## config.mk

```make
export PLATFORM = sky130hd
export DESIGN_NAME = receptor
export DESIGN_NICKNAME = d
export VERILOG_FILES = /design/src/rtl/receptor_pkg.sv /design/src/rtl/receptor_decoder10_8.sv /design/src/rtl/receptor.sv
export SDC_FILE = /design/constraint.sdc
export NUM_CORES = 1
export LEC_CHECK = 0
export ABC_AREA = 1
export BUFFER_PORTS_ARGS = -buffer_cell sky130_fd_sc_hd__buf_2
export CELL_PAD_IN_SITES_DETAIL_PLACEMENT = 0
export CELL_PAD_IN_SITES_GLOBAL_PLACEMENT = 1
export CORE_MARGIN = 2
export CORE_UTILIZATION = 44
export DETAILED_ROUTE_END_ITERATION = 8
export PLACE_DENSITY_LB_ADDON = 0.1
export SYNTH_ARGS = -nofsm -noshare
export SYNTH_HDL_FRONTEND = slang
export SYNTH_HIERARCHICAL = 1
export SYNTH_SLANG_ARGS = --single-unit
```

## constraint.sdc

```tcl
create_clock -name clk -period 3.5 [get_ports clk]
set_input_delay 0.525 -clock clk [delete_from_list [all_inputs] [get_ports clk]]
set_output_delay 0.525 -clock clk [all_outputs]
set_load 0.01 [all_outputs]
```

## src/rtl/receptor_pkg.sv

```systemverilog
// Shared constants for the 8b/10b receptor: comma codes, FSM state encoding,
// word-width select encodings and the K28.5 byte value.
package receptor_pkg;

    typedef enum logic [1:0] {
        ST_HUNT   = 2'd0,
        ST_CHECK  = 2'd1,
        ST_LOCKED = 2'd2
    } state_e;

    // K28.5 in both disparities, bit 9 = 'a' (first on the wire)
    localparam logic [9:0] K28_5_RDN  = 10'b0011111010;
    localparam logic [9:0] K28_5_RDP  = 10'b1100000101;
    localparam logic [7:0] K28_5_BYTE = 8'hBC;

    // dataS word width select
    localparam logic [1:0] DS_W8     = 2'b00;
    localparam logic [1:0] DS_W16    = 2'b01;
    localparam logic [1:0] DS_W32    = 2'b10;
    localparam logic [1:0] DS_W8_ALT = 2'b11;

    // Index of the final byte of a word for a given width select
    function automatic logic [1:0] last_byte_idx(input logic [1:0] ds);
        case (ds)
            DS_W16:           return 2'd1;
            DS_W32:           return 2'd3;
            DS_W8, DS_W8_ALT: return 2'd0;
            default:          return 2'd0;
        endcase
    endfunction

endpackage

```

## src/rtl/receptor_decoder10_8.sv

```systemverilog
// decoder10_8: combinational 10b -> 8b decode via 5b/6b and 3b/4b tables.
// Running disparity is not tracked; either disparity form of a code decodes.
//   symbol    in  [9:0] {a,b,c,d,e,i,f,g,h,j}, a in bit 9
//   data_byte out [7:0] HGFEDCBA
//   k_flag    out       symbol is a control (K) code
//   err_flag  out       symbol is not a legal code
module decoder10_8
    import receptor_pkg::*;
(
    input  logic [9:0] symbol,
    output logic [7:0] data_byte,
    output logic       k_flag,
    output logic       err_flag
);

    logic [5:0] code6;
    logic [3:0] code4;
    logic [3:0] k4;
    logic [4:0] edcba;
    logic [2:0] hgf;
    logic       err6, err4, is_k28, a7, k7, a7_data;

    assign code6 = symbol[9:4];
    assign code4 = symbol[3:0];
    // The two K28 6b forms are complements; normalise the 4b part to the
    // form that follows 110000 so one table covers both.
    assign k4    = (code6 == 6'b001111) ? ~code4 : code4;

    always_comb begin
        edcba  = 5'd0;
        err6   = 1'b0;
        is_k28 = 1'b0;
        case (code6)
            6'b100111, 6'b011000: edcba = 5'd0;
            6'b011101, 6'b100010: edcba = 5'd1;
            6'b101101, 6'b010010: edcba = 5'd2;
            6'b110001:            edcba = 5'd3;
            6'b110101, 6'b001010: edcba = 5'd4;
            6'b101001:            edcba = 5'd5;
            6'b011001:            edcba = 5'd6;
            6'b111000, 6'b000111: edcba = 5'd7;
            6'b111001, 6'b000110: edcba = 5'd8;
            6'b100101:            edcba = 5'd9;
            6'b010101:            edcba = 5'd10;
            6'b110100:            edcba = 5'd11;
            6'b001101:            edcba = 5'd12;
            6'b101100:            edcba = 5'd13;
            6'b011100:            edcba = 5'd14;
            6'b010111, 6'b101000: edcba = 5'd15;
            6'b011011, 6'b100100: edcba = 5'd16;
            6'b100011:            edcba = 5'd17;
            6'b010011:            edcba = 5'd18;
            6'b110010:            edcba = 5'd19;
            6'b001011:            edcba = 5'd20;
            6'b101010:            edcba = 5'd21;
            6'b011010:            edcba = 5'd22;
            6'b111010, 6'b000101: edcba = 5'd23;
            6'b110011, 6'b001100: edcba = 5'd24;
            6'b100110:            edcba = 5'd25;
            6'b010110:            edcba = 5'd26;
            6'b110110, 6'b001001: edcba = 5'd27;
            6'b001110:            edcba = 5'd28;
            6'b101110, 6'b010001: edcba = 5'd29;
            6'b011110, 6'b100001: edcba = 5'd30;
            6'b101011, 6'b010100: edcba = 5'd31;
            6'b001111, 6'b110000: begin edcba = 5'd28; is_k28 = 1'b1; end
            default:              err6 = 1'b1;
        endcase
    end

    always_comb begin
        hgf  = 3'd0;
        err4 = 1'b0;
        a7   = 1'b0;
        if (is_k28) begin
            case (k4)
                4'b1011: hgf = 3'd0;
                4'b0110: hgf = 3'd1;
                4'b1010: hgf = 3'd2;
                4'b1100: hgf = 3'd3;
                4'b1101: hgf = 3'd4;
                4'b0101: hgf = 3'd5;
                4'b1001: hgf = 3'd6;
                4'b0111: hgf = 3'd7;
                default: err4 = 1'b1;
            endcase
        end else begin
            case (code4)
                4'b1011, 4'b0100: hgf = 3'd0;
                4'b1001:          hgf = 3'd1;
                4'b0101:          hgf = 3'd2;
                4'b1100, 4'b0011: hgf = 3'd3;
                4'b1101, 4'b0010: hgf = 3'd4;
                4'b1010:          hgf = 3'd5;
                4'b0110:          hgf = 3'd6;
                4'b1110, 4'b0001: hgf = 3'd7;
                4'b0111, 4'b1000: begin hgf = 3'd7; a7 = 1'b1; end
                default:          err4 = 1'b1;
            endcase
        end
    end

    // Alternate x.7 form: K23/27/29/30.7, or data only for the six
    // 5b values whose P7 form would create a run of five.
    assign k7      = a7 && (edcba == 5'd23 || edcba == 5'd27 ||
                            edcba == 5'd29 || edcba == 5'd30);
    assign a7_data = (edcba == 5'd11 || edcba == 5'd13 || edcba == 5'd14 ||
                      edcba == 5'd17 || edcba == 5'd18 || edcba == 5'd20);

    assign data_byte = {hgf, edcba};
    assign err_flag  = err6 | err4 | (a7 & ~k7 & ~a7_data);
    assign k_flag    = ~err_flag & (is_k28 | k7);

endmodule

```

## src/rtl/receptor.sv

```systemverilog
// receptor: 8b/10b serial receiver with comma alignment and word assembly.
//   clk      in       bit-rate clock
//   rst      in       async active-low reset
//   enb      in       advance enable; low freezes everything
//   serialIn in       serial line, bit 'a' of each symbol first
//   dataS    in  [1:0] word width select (8/16/32/8)
//   dataOut  out [31:0] assembled word, first byte in [7:0]
//   valid    out      pulse when dataOut updates
//   kValid   out      pulse on a K symbol, kCode out [7:0] its value
//   locked   out      link in LOCKED
//   codeErr  out      pulse on an invalid symbol while LOCKED
module receptor
    import receptor_pkg::*;
#(
    parameter int LOCK_CNT  = 3,
    parameter int ERR_LIMIT = 4
) (
    input  logic        clk,
    input  logic        rst,
    input  logic        enb,
    input  logic        serialIn,
    input  logic [1:0]  dataS,
    output logic [31:0] dataOut,
    output logic        valid,
    output logic        kValid,
    output logic [7:0]  kCode,
    output logic        locked,
    output logic        codeErr
);

    localparam int GW = $clog2(LOCK_CNT + 1);
    localparam int EW = $clog2(ERR_LIMIT + 1);

    state_e        state_q, state_d;
    // Nine bits of history; with the bit on the line they form the
    // 10-bit window that is decoded on the sampling edge.
    logic [8:0]    sr_q, sr_d;
    logic [3:0]    bit_cnt_q, bit_cnt_d;
    logic [GW-1:0] good_cnt_q, good_cnt_d;
    logic [EW-1:0] err_cnt_q, err_cnt_d;
    logic [1:0]    byte_idx_q, byte_idx_d;
    logic [1:0]    last_idx_q, last_idx_d;
    logic [31:0]   word_q, word_d;
    logic [31:0]   data_out_q, data_out_d;
    logic [7:0]    kcode_q, kcode_d;
    logic          valid_q, valid_d, kvalid_q, kvalid_d;
    logic          locked_q, locked_d, code_err_q, code_err_d;

    logic [9:0]    window;
    logic          is_comma;
    logic [7:0]    dec_byte;
    logic          dec_k, dec_err;
    logic [1:0]    last_idx;
    logic [31:0]   word_new;

    assign window   = {sr_q, serialIn};
    assign is_comma = (window == K28_5_RDN) || (window == K28_5_RDP);

    decoder10_8 u_dec (
        .symbol    (window),
        .data_byte (dec_byte),
        .k_flag    (dec_k),
        .err_flag  (dec_err)
    );

    // Width is captured with the first byte and held for the whole word
    assign last_idx = (byte_idx_q == 2'd0) ? last_byte_idx(dataS) : last_idx_q;
    assign word_new = ((byte_idx_q == 2'd0) ? 32'd0 : word_q)
                    | ({24'd0, dec_byte} << {byte_idx_q, 3'b000});

    always_comb begin
        state_d    = state_q;
        sr_d       = sr_q;
        bit_cnt_d  = bit_cnt_q;
        good_cnt_d = good_cnt_q;
        err_cnt_d  = err_cnt_q;
        byte_idx_d = byte_idx_q;
        last_idx_d = last_idx_q;
        word_d     = word_q;
        data_out_d = data_out_q;
        kcode_d    = kcode_q;
        valid_d    = valid_q;
        kvalid_d   = kvalid_q;
        code_err_d = code_err_q;
        locked_d   = locked_q;

        if (enb) begin
            sr_d       = window[8:0];
            valid_d    = 1'b0;
            kvalid_d   = 1'b0;
            code_err_d = 1'b0;

            if (state_q == ST_HUNT) begin
                if (is_comma) begin
                    state_d   = ST_CHECK;
                    bit_cnt_d = 4'd0;
                    kvalid_d  = 1'b1;
                    kcode_d   = K28_5_BYTE;
                end
            end else if (bit_cnt_q != 4'd9) begin
                bit_cnt_d = bit_cnt_q + 4'd1;
            end else begin
                // Symbol boundary: window holds a complete aligned symbol
                bit_cnt_d = 4'd0;
                if (dec_err) begin
                    byte_idx_d = 2'd0;
                    if (state_q == ST_CHECK) begin
                        state_d    = ST_HUNT;
                        good_cnt_d = '0;
                        err_cnt_d  = '0;
                    end else begin
                        code_err_d = 1'b1;
                        err_cnt_d  = err_cnt_q + EW'(1);
                        if (err_cnt_d == EW'(ERR_LIMIT)) begin
                            state_d    = ST_HUNT;
                            good_cnt_d = '0;
                            err_cnt_d  = '0;
                        end
                    end
                end else begin
                    if (state_q == ST_CHECK) begin
                        good_cnt_d = good_cnt_q + GW'(1);
                        if (good_cnt_d == GW'(LOCK_CNT)) begin
                            state_d    = ST_LOCKED;
                            good_cnt_d = '0;
                        end
                    end else begin
                        err_cnt_d = '0;
                    end

                    if (dec_k) begin
                        kvalid_d = 1'b1;
                        kcode_d  = dec_byte;
                        if (dec_byte == K28_5_BYTE)
                            byte_idx_d = 2'd0;
                    end else begin
                        if (byte_idx_q == 2'd0)
                            last_idx_d = last_idx;
                        if (byte_idx_q == last_idx) begin
                            data_out_d = word_new;
                            valid_d    = 1'b1;
                            byte_idx_d = 2'd0;
                        end else begin
                            word_d     = word_new;
                            byte_idx_d = byte_idx_q + 2'd1;
                        end
                    end
                end
            end
            locked_d = (state_d == ST_LOCKED);
        end
    end

    always_ff @(posedge clk or negedge rst) begin
        if (!rst) begin
            state_q    <= ST_HUNT;
            sr_q       <= '0;
            bit_cnt_q  <= '0;
            good_cnt_q <= '0;
            err_cnt_q  <= '0;
            byte_idx_q <= '0;
            last_idx_q <= '0;
            word_q     <= '0;
            data_out_q <= '0;
            kcode_q    <= '0;
            valid_q    <= 1'b0;
            kvalid_q   <= 1'b0;
            code_err_q <= 1'b0;
            locked_q   <= 1'b0;
        end else begin
            state_q    <= state_d;
            sr_q       <= sr_d;
            bit_cnt_q  <= bit_cnt_d;
            good_cnt_q <= good_cnt_d;
            err_cnt_q  <= err_cnt_d;
            byte_idx_q <= byte_idx_d;
            last_idx_q <= last_idx_d;
            word_q     <= word_d;
            data_out_q <= data_out_d;
            kcode_q    <= kcode_d;
            valid_q    <= valid_d;
            kvalid_q   <= kvalid_d;
            code_err_q <= code_err_d;
            locked_q   <= locked_d;
        end
    end

    assign dataOut = data_out_q;
    assign valid   = valid_q;
    assign kValid  = kvalid_q;
    assign kCode   = kcode_q;
    assign locked  = locked_q;
    assign codeErr = code_err_q;

endmodule

```

==> results of run 1 <==
[state kept, by name, summed over array words and instances, names as in the netlist]
signal	flops
sr_q	9
dataOut	32
word_q	32
kCode	8
locked	1
err_cnt_q	3
byte_idx_q	2
good_cnt_q	2
valid	1
state_q	2
bit_cnt_q	4
kValid	1
last_idx_q	2
codeErr	1
[routing by layer]
layer	share of wire, %	vias up	wire [µm]
met5	0	-	0
met2	49	149	8100
met4	2.3	0	383
met3	4.1	26	673
li1	-	2867	-
met1	44	2688	7280
[metrics by stage]
stage | setup WS (ns) | hold WS (ns)
detailed placement | 0.383 | 0.455
global route | 0.0941 | 0.240
CTS | 0.368 | 0.218
finish | 0.473 | 0.199
floorplan | 1.01 | 0.229
global placement | 0.419 | 0.449
[cell usage in the layout (no fill, tap or decap), types with 5 or more instances in the layout]
| master | n |
|---|---|
| nand2_1 | 324 |
| nand3_1 | 115 |
| dfrtp_1 | 100 |
| inv_1 | 77 |
| nor2_1 | 55 |
| buf_2 | 48 |
| o22ai_1 | 33 |
| o21ai_0 | 26 |
| nand4_1 | 17 |
| buf_4 | 12 |
| nor2_2 | 11 |
| nand2_2 | 9 |
| a21oi_1 | 9 |
| clkbuf_16 | 9 |
| nor3_1 | 7 |
| ha_1 | 6 |
| or2_2 | 5 |
[power by group through the flow]
stage          clock network [µW]  registers (µW)  logic (µW)
2_1_floorplan                   0            1330         454
3_3_place_gp                    0            1340         684
3_5_place_dp                    0            1350         692
4_1_cts                       996            1330         694
5_1_grt                      1040            1340         787
6_report                      971            1330         694
[final timing paths]
check	startpoint	to
max	sr_q[5]$_DFFE_PN0P_	word_q[20]$_DFFE_PN0P_
min in group clk	dataOut[22]$_DFFE_PN0P_	dataOut[22]$_DFFE_PN0P_
max in group asynchronous	rst	kCode[7]$_DFFE_PN0P_
max reg2reg	sr_q[5]$_DFFE_PN0P_	word_q[20]$_DFFE_PN0P_
min	rst	dataOut[23]$_DFFE_PN0P_
min reg2reg	dataOut[22]$_DFFE_PN0P_	dataOut[22]$_DFFE_PN0P_
[cell families (layout without fill, tap and decap cells)]
| group | count (synthesis) | count (layout) | synth area share (%) |
|---|---|---|---|
| XOR/XNOR | 4 | 4 | 0.586 |
| AND/OR/NAND/NOR | 559 | 559 | 40.8 |
| buffers and inverters | 116 | 155 | 8.05 |
| adder cells (fa/ha/maj) | 6 | 6 | 1.25 |
| AO/OA/AOI/OAI | 77 | 77 | 7.45 |
| flip-flops | 100 | 100 | 41.8 |
[cell usage after synthesis (5+ instances only)]
library cell | instances | area (µm²)
o22ai_1 | 33 | 206
nand2_1 | 324 | 1220
nor2_1 | 59 | 221
buf_2 | 10 | 50.1
or2_2 | 5 | 31.3
nand2_2 | 9 | 56.3
a21oi_1 | 9 | 45.0
inv_1 | 77 | 289
nand4_1 | 17 | 106
dfrtp_1 | 100 | 2500
nand3_1 | 116 | 581
o21ai_0 | 26 | 130
nor3_1 | 7 | 35.0
buf_4 | 9 | 67.6
nor2_2 | 7 | 43.8
ha_1 | 6 | 75.1
clkbuf_1 | 18 | 67.6
[layout make-up]
cell class | count | area share (%)
clock buffer | 9 | 3.38
sequential | 100 | 37.5
tap | 176 | 3.30
timing repair buffer | 61 | 5.25
inverter | 79 | 4.45
clock inverter | 6 | 0.938
multi-input combinational | 646 | 45.2
==> impl_metrics.yaml, run 1 <==
timing:
  finalSetupTns_ns: 0
  fin_crit_sh_pct: 86.5
  max_slew.worst_pin.slew_ns: 0.661
  hold_viol_final: 0
  skew_ns: 0.0115
  setup_violations: 0
  min_period_ns: 3.03
  grt_setup_unrepaired: "no"
  finalMaxSlewViolations: 0
  max_freq_mhz: 330
  slew_headroom_pct: 54.8
placed_design:
  place_area_mm2: 0.00637
  io_buffers: 49
  dp.final_hpwl_um: 11900
  place_inst: 1062
  gp_congestion: 0.858
floorplan:
  die-width_um: 121
  core.rowCount: 42
  die_area_mm2: 0.0145
  num_io_pins: 50
  start_util_pct: 45.2
  die_y_um: 121
  core_area_mm2: 0.0132
logic_synthesis:
  syn_area_mm2: 0.00598
  synth_ff_type: "dfrtp_1"
  syn_area_per_cell_um2: 6.94
  ys_warn_count: 6
  syn_inst: 862
  synth_nets: 874
  yosysSeqAreaShare_pct: 41.8
  ys_types: 37
  async_flop_share_pct: 100
  synth_edf_count: 0
  synth_seq_cells: 100
clock_network:
  cts_root_buffer: "clkbuf_16"
  max-clock-path-buffers: 2
  insertion_delay_ns: 0.35
  postCtsSetupBuffers: 0
  cts.hold.buffers_added: 0
  htree_num_levels: 3
  clk_pin_slew_worst_paths_ns: 0.07
  clock_sinks: 100
  cts.repair.resized: 0
  numCtsBuffers: 9
  cts_tree: "done"
cells_and_area:
  regArea_mm2: 0.00250
  nNetsFinal: 909
  multi_input_area_mm2: 0.00301
  final_cells: 1077
  utilization_pct: 50.4
  diodes: 0
  finalInstanceArea_mm2: 0.00667
  fillers: 1374
  syn_to_final_growth_pct: 11.5
  drive_above_1_share_pct: 12.5
grt:
  grt_use_met2_pct: 40.3
  gr-usage-all-layers_pct: 23.6
  antenna_found_initial: 0
  grt_pass1_vias: 5558
  busiest_layer: "met2"
  grt_max_degree: 52
  grt.met1_usage_pct: 30.2
  grt_pass1_wl_um: 27200
  grtUsageMet3_pct: 3.63
  grt-ovfl-total: 0
worst_hold_path:
  holdCritPathClass: "in2async"
routing:
  drc: 0
  num_vias: 5730
  dr.first_iter.drc_count: 507
  wirelength_um: 16400
  viasPerCell: 5.32
  ant_nets: 0
  wl_per_cell_um: 15.3
  dr.pass1.iters: 5
setup_path:
  r2r_slack_ns: 0.47
  required_ns: 3.74
  cp_max_fo: 32
  cp_num_cells: 13
  path_class: "reg2reg"
  cp_data_arrival_time_ns: 3.27
  slowest_stage: "dfrtp_1"
  worstSetupStartpointType: "register"
  path_cells: "nand2_2 -> nor2_8 -> nand2_4 -> nand2_1 -> inv_1 -> a21oi_1 -> nand3_2 -> nand3_2 -> nor2_2 -> nor3_4 -> nand2_2 -> nand2_1 -> nand2_1"
  cp_slowest_stage_delay_ns: 0.53
  reg2reg_depth: 13
  cp_top_family: "simple AND/OR/NAND/NOR gates"
  critPathMostFrequentCell: "nand2_1"
  worstSetupEndpointType: "register"
  path_buf_inv: 1
power:
  peakVddDrop_mv: 0.245
  swShare_pct: 35.6
  clock_power_share_pct: 32.4
  p_sw_uw: 1060
  internal_power_uw: 1930
  powerDensity_mw_per_mm2: 448
  pwr-share-seq_pct: 44.4
  finalPower_uw: 2990
  share_comb_of_total_power_pct: 23.2
  leakage_uw: 0.00366
run_status:
  outcome: "completed"
flow_run:
  cap_violations: 0
Note: power is estimated with default switching activity, not from simulation.
==> inputs of run 2 (changes only) <==
--- a/config.mk
+++ b/config.mk
@@ -10,7 +10,8 @@
 export CELL_PAD_IN_SITES_DETAIL_PLACEMENT = 0
 export CELL_PAD_IN_SITES_GLOBAL_PLACEMENT = 1
 export CORE_MARGIN = 2
-export CORE_UTILIZATION = 44
+export CORE_UTILIZATION = 40
+export CTS_BUF_LIST = sky130_fd_sc_hd__clkbuf_4
 export DETAILED_ROUTE_END_ITERATION = 8
 export PLACE_DENSITY_LB_ADDON = 0.1
 export SYNTH_ARGS = -nofsm -noshare
==> impl_metrics.yaml, run 2 (synthesis gave the netlist of run 1 again) <==
routing:
  dr.pass1.iters: 5
  drc: 0
  wl_per_cell_um: 15.6
  wirelength_um: 17000
  num_vias: 5757
  viasPerCell: 5.29
  dr.first_iter.drc_count: 464
  ant_nets: 0
timing:
  layout_setup_ws_ns: 0.333
  slew_headroom_pct: 54.8
  finalSetupTns_ns: 0
  min_period_ns: 3.17
  hold_viol_final: 0
  skew_ns: 0.0287
  fin_crit_sh_pct: 90.5
  setup_violations: 0
  finalMaxSlewViolations: 0
  hold_ws_ns: 0.354
  max_freq_mhz: 316
  max_slew.worst_pin.slew_ns: 0.661
  grt_setup_unrepaired: "yes"
clock_network:
  postCtsSetupBuffers: 0
  cts_root_buffer: "clkbuf_4"
  clock_sinks: 100
  insertion_delay_ns: 0.49
  cts_tree: "done"
  max-clock-path-buffers: 2
  numCtsBuffers: 9
  clk_pin_slew_worst_paths_ns: 0.17
  htree_num_levels: 3
flow_run:
  cap_violations: 0
worst_hold_path:
  hold_depth: 3
  min_to: "last_idx_q[0]$_DFFE_PN0P_"
  min_from: "dataS[1]"
  holdCritPathClass: "in2reg"
grt:
  grt_pass1_vias: 5703
  grt_max_degree: 62
  antenna_found_initial: 0
  gr-usage-all-layers_pct: 22.1
  grt_pass1_wl_um: 28300
  grt-ovfl-total: 0
cells_and_area:
  drive_above_1_share_pct: 12.8
  fillers: 1488
  layout_commonest_cell: "nand2_1"
  diodes: 0
  final_cell_mix: "nand2_1, nand3_1, dfrtp_1"
  finalInstanceArea_mm2: 0.00657
  nNetsFinal: 911
  syn_to_final_growth_pct: 9.75
placed_design:
  io_buffers: 49
  gp_congestion: 0.897
  place_ws_ns: 0.304
  place_area_mm2: 0.00639
  dp.final_hpwl_um: 12300
setup_path:
  reg2reg_depth: 15
  critPathMostFrequentCell: "nand2_1"
  crit_path_start: "sr_q[8]$_DFFE_PN0P_"
  required_ns: 3.88
  cp_data_arrival_time_ns: 3.55
  path_cells: "inv_1 -> nand2_1 -> clkinvlp_4 -> nand2_1 -> nand2_1 -> nor3_1 -> nand2_1 -> nor2_1 -> nand3_1 -> nand3_2 -> nor2_2 -> nor3_4 -> nand2_2 -> nand2_1 -> nand2_1"
  path_buf_inv: 2
  path_class: "reg2reg"
  r2r_slack_ns: 0.33
  worstSetupStartpointType: "register"
  cp_top_family: "simple AND/OR/NAND/NOR gates"
  slowest_stage: "dfrtp_1"
  cp_max_fo: 32
  worstSetupEndpointType: "register"
  r2r-end: "word_q[10]$_DFFE_PN0P_"
  cp_slowest_stage_delay_ns: 0.49
  reg2reg_from: "sr_q[8]$_DFFE_PN0P_"
floorplan:
  die-width_um: 126
  num_io_pins: 50
  core_area_mm2: 0.0146
  start_util_pct: 41.0
  core.rowCount: 44
  die_area_mm2: 0.0159
  die_y_um: 126
power:
  powerDensity_mw_per_mm2: 406
  leakage_uw: 0.00360
  peakVddDrop_mv: 0.225
run_status:
  outcome: "completed"
run 2: cell count changes in the layout (fill, tap and decap cells not counted), moves of 2 or more:
cell / before / now
clkbuf_4: 0 / 9
clkinv_4: 4 / 1
nor2_4: 1 / 3
clkbuf_16: 9 / 0
clkinv_2: 0 / 2
nor2_2: 11 / 9
run 2: routing by layer:
layer | part of all wire (%) | track usage (%) | up-vias
li1 | - | - | 2865
met1 | 45 | 27.8 | 2728
met2 | 49 | 38.2 | 133
met3 | 3.5 | 3.67 | 31
met4 | 2.8 | 8.40 | 0
met5 | 0 | 0 | -
run 2: worst max path at each step:
stage / to / cells after the start / slack (ns)
4_1_cts: kCode[6]$_DFFE_PN0P_ / 16 / 0.26
3_5_place_dp: kCode[4]$_DFFE_PN0P_ / 16 / 0.30
6_report: word_q[10]$_DFFE_PN0P_ / 15 / 0.33
2_1_floorplan: kValid$_DFFE_PN0P_ / 16 / 1.01
5_1_grt: dataOut[20]$_DFFE_PN0P_ / 17 / -0.005
3_3_place_gp: kCode[4]$_DFFE_PN0P_ / 19 / 0.35
run 2: power breakdown:
part           switching (µW)  internal [µW]  total [µW]
logic                     494            204         697
clock network             422            222         644
registers                95.8           1230        1320
run 2: cell type report:
| type | instances | area, µm² | share of cell area [%] |
|---|---|---|---|
| Tap cell | 184 | 230 | 3.51 |
| Multi-Input combinational cell | 646 | 3020 | 46.0 |
| Clock inverter | 7 | 72.6 | 1.11 |
| Inverter | 79 | 300 | 4.57 |
| Sequential cell | 100 | 2500 | 38.1 |
| Timing Repair Buffer | 63 | 368 | 5.60 |
| Clock buffer | 9 | 67.6 | 1.03 |
run 2: worst register-to-register path, stage by stage (launching register included):
cell and delay [ns]:
dfrtp_1 0.49, inv_1 0.09, nand2_1 0.14, clkinvlp_4 0.27
nand2_1 0.14, nand2_1 0.11, nor3_1 0.23, nand2_1 0.11
nor2_1 0.10, nand3_1 0.09, nand3_2 0.20, nor2_2 0.09
nor3_4 0.30, nand2_2 0.46, nand2_1 0.20, nand2_1 0.06
run 2: timing repair:
action	CTS	global route
hold endpoints to repair	27	0
resized for setup	0	8
setup endpoints to repair	0	65
hold buffers	1	0
run 2: metrics by stage:
stage | utilization, % | cells | power (µW)
4_1_cts | 44.8 | 1088 | 2690
3_3_place_gp | 43.8 | 1071 | 2020
5_1_grt | 45.0 | 1088 | 2840
3_5_place_dp | 43.8 | 1071 | 2030
2_1_floorplan | - | 862 | 1790
6_report | 45.0 | 1088 | 2670
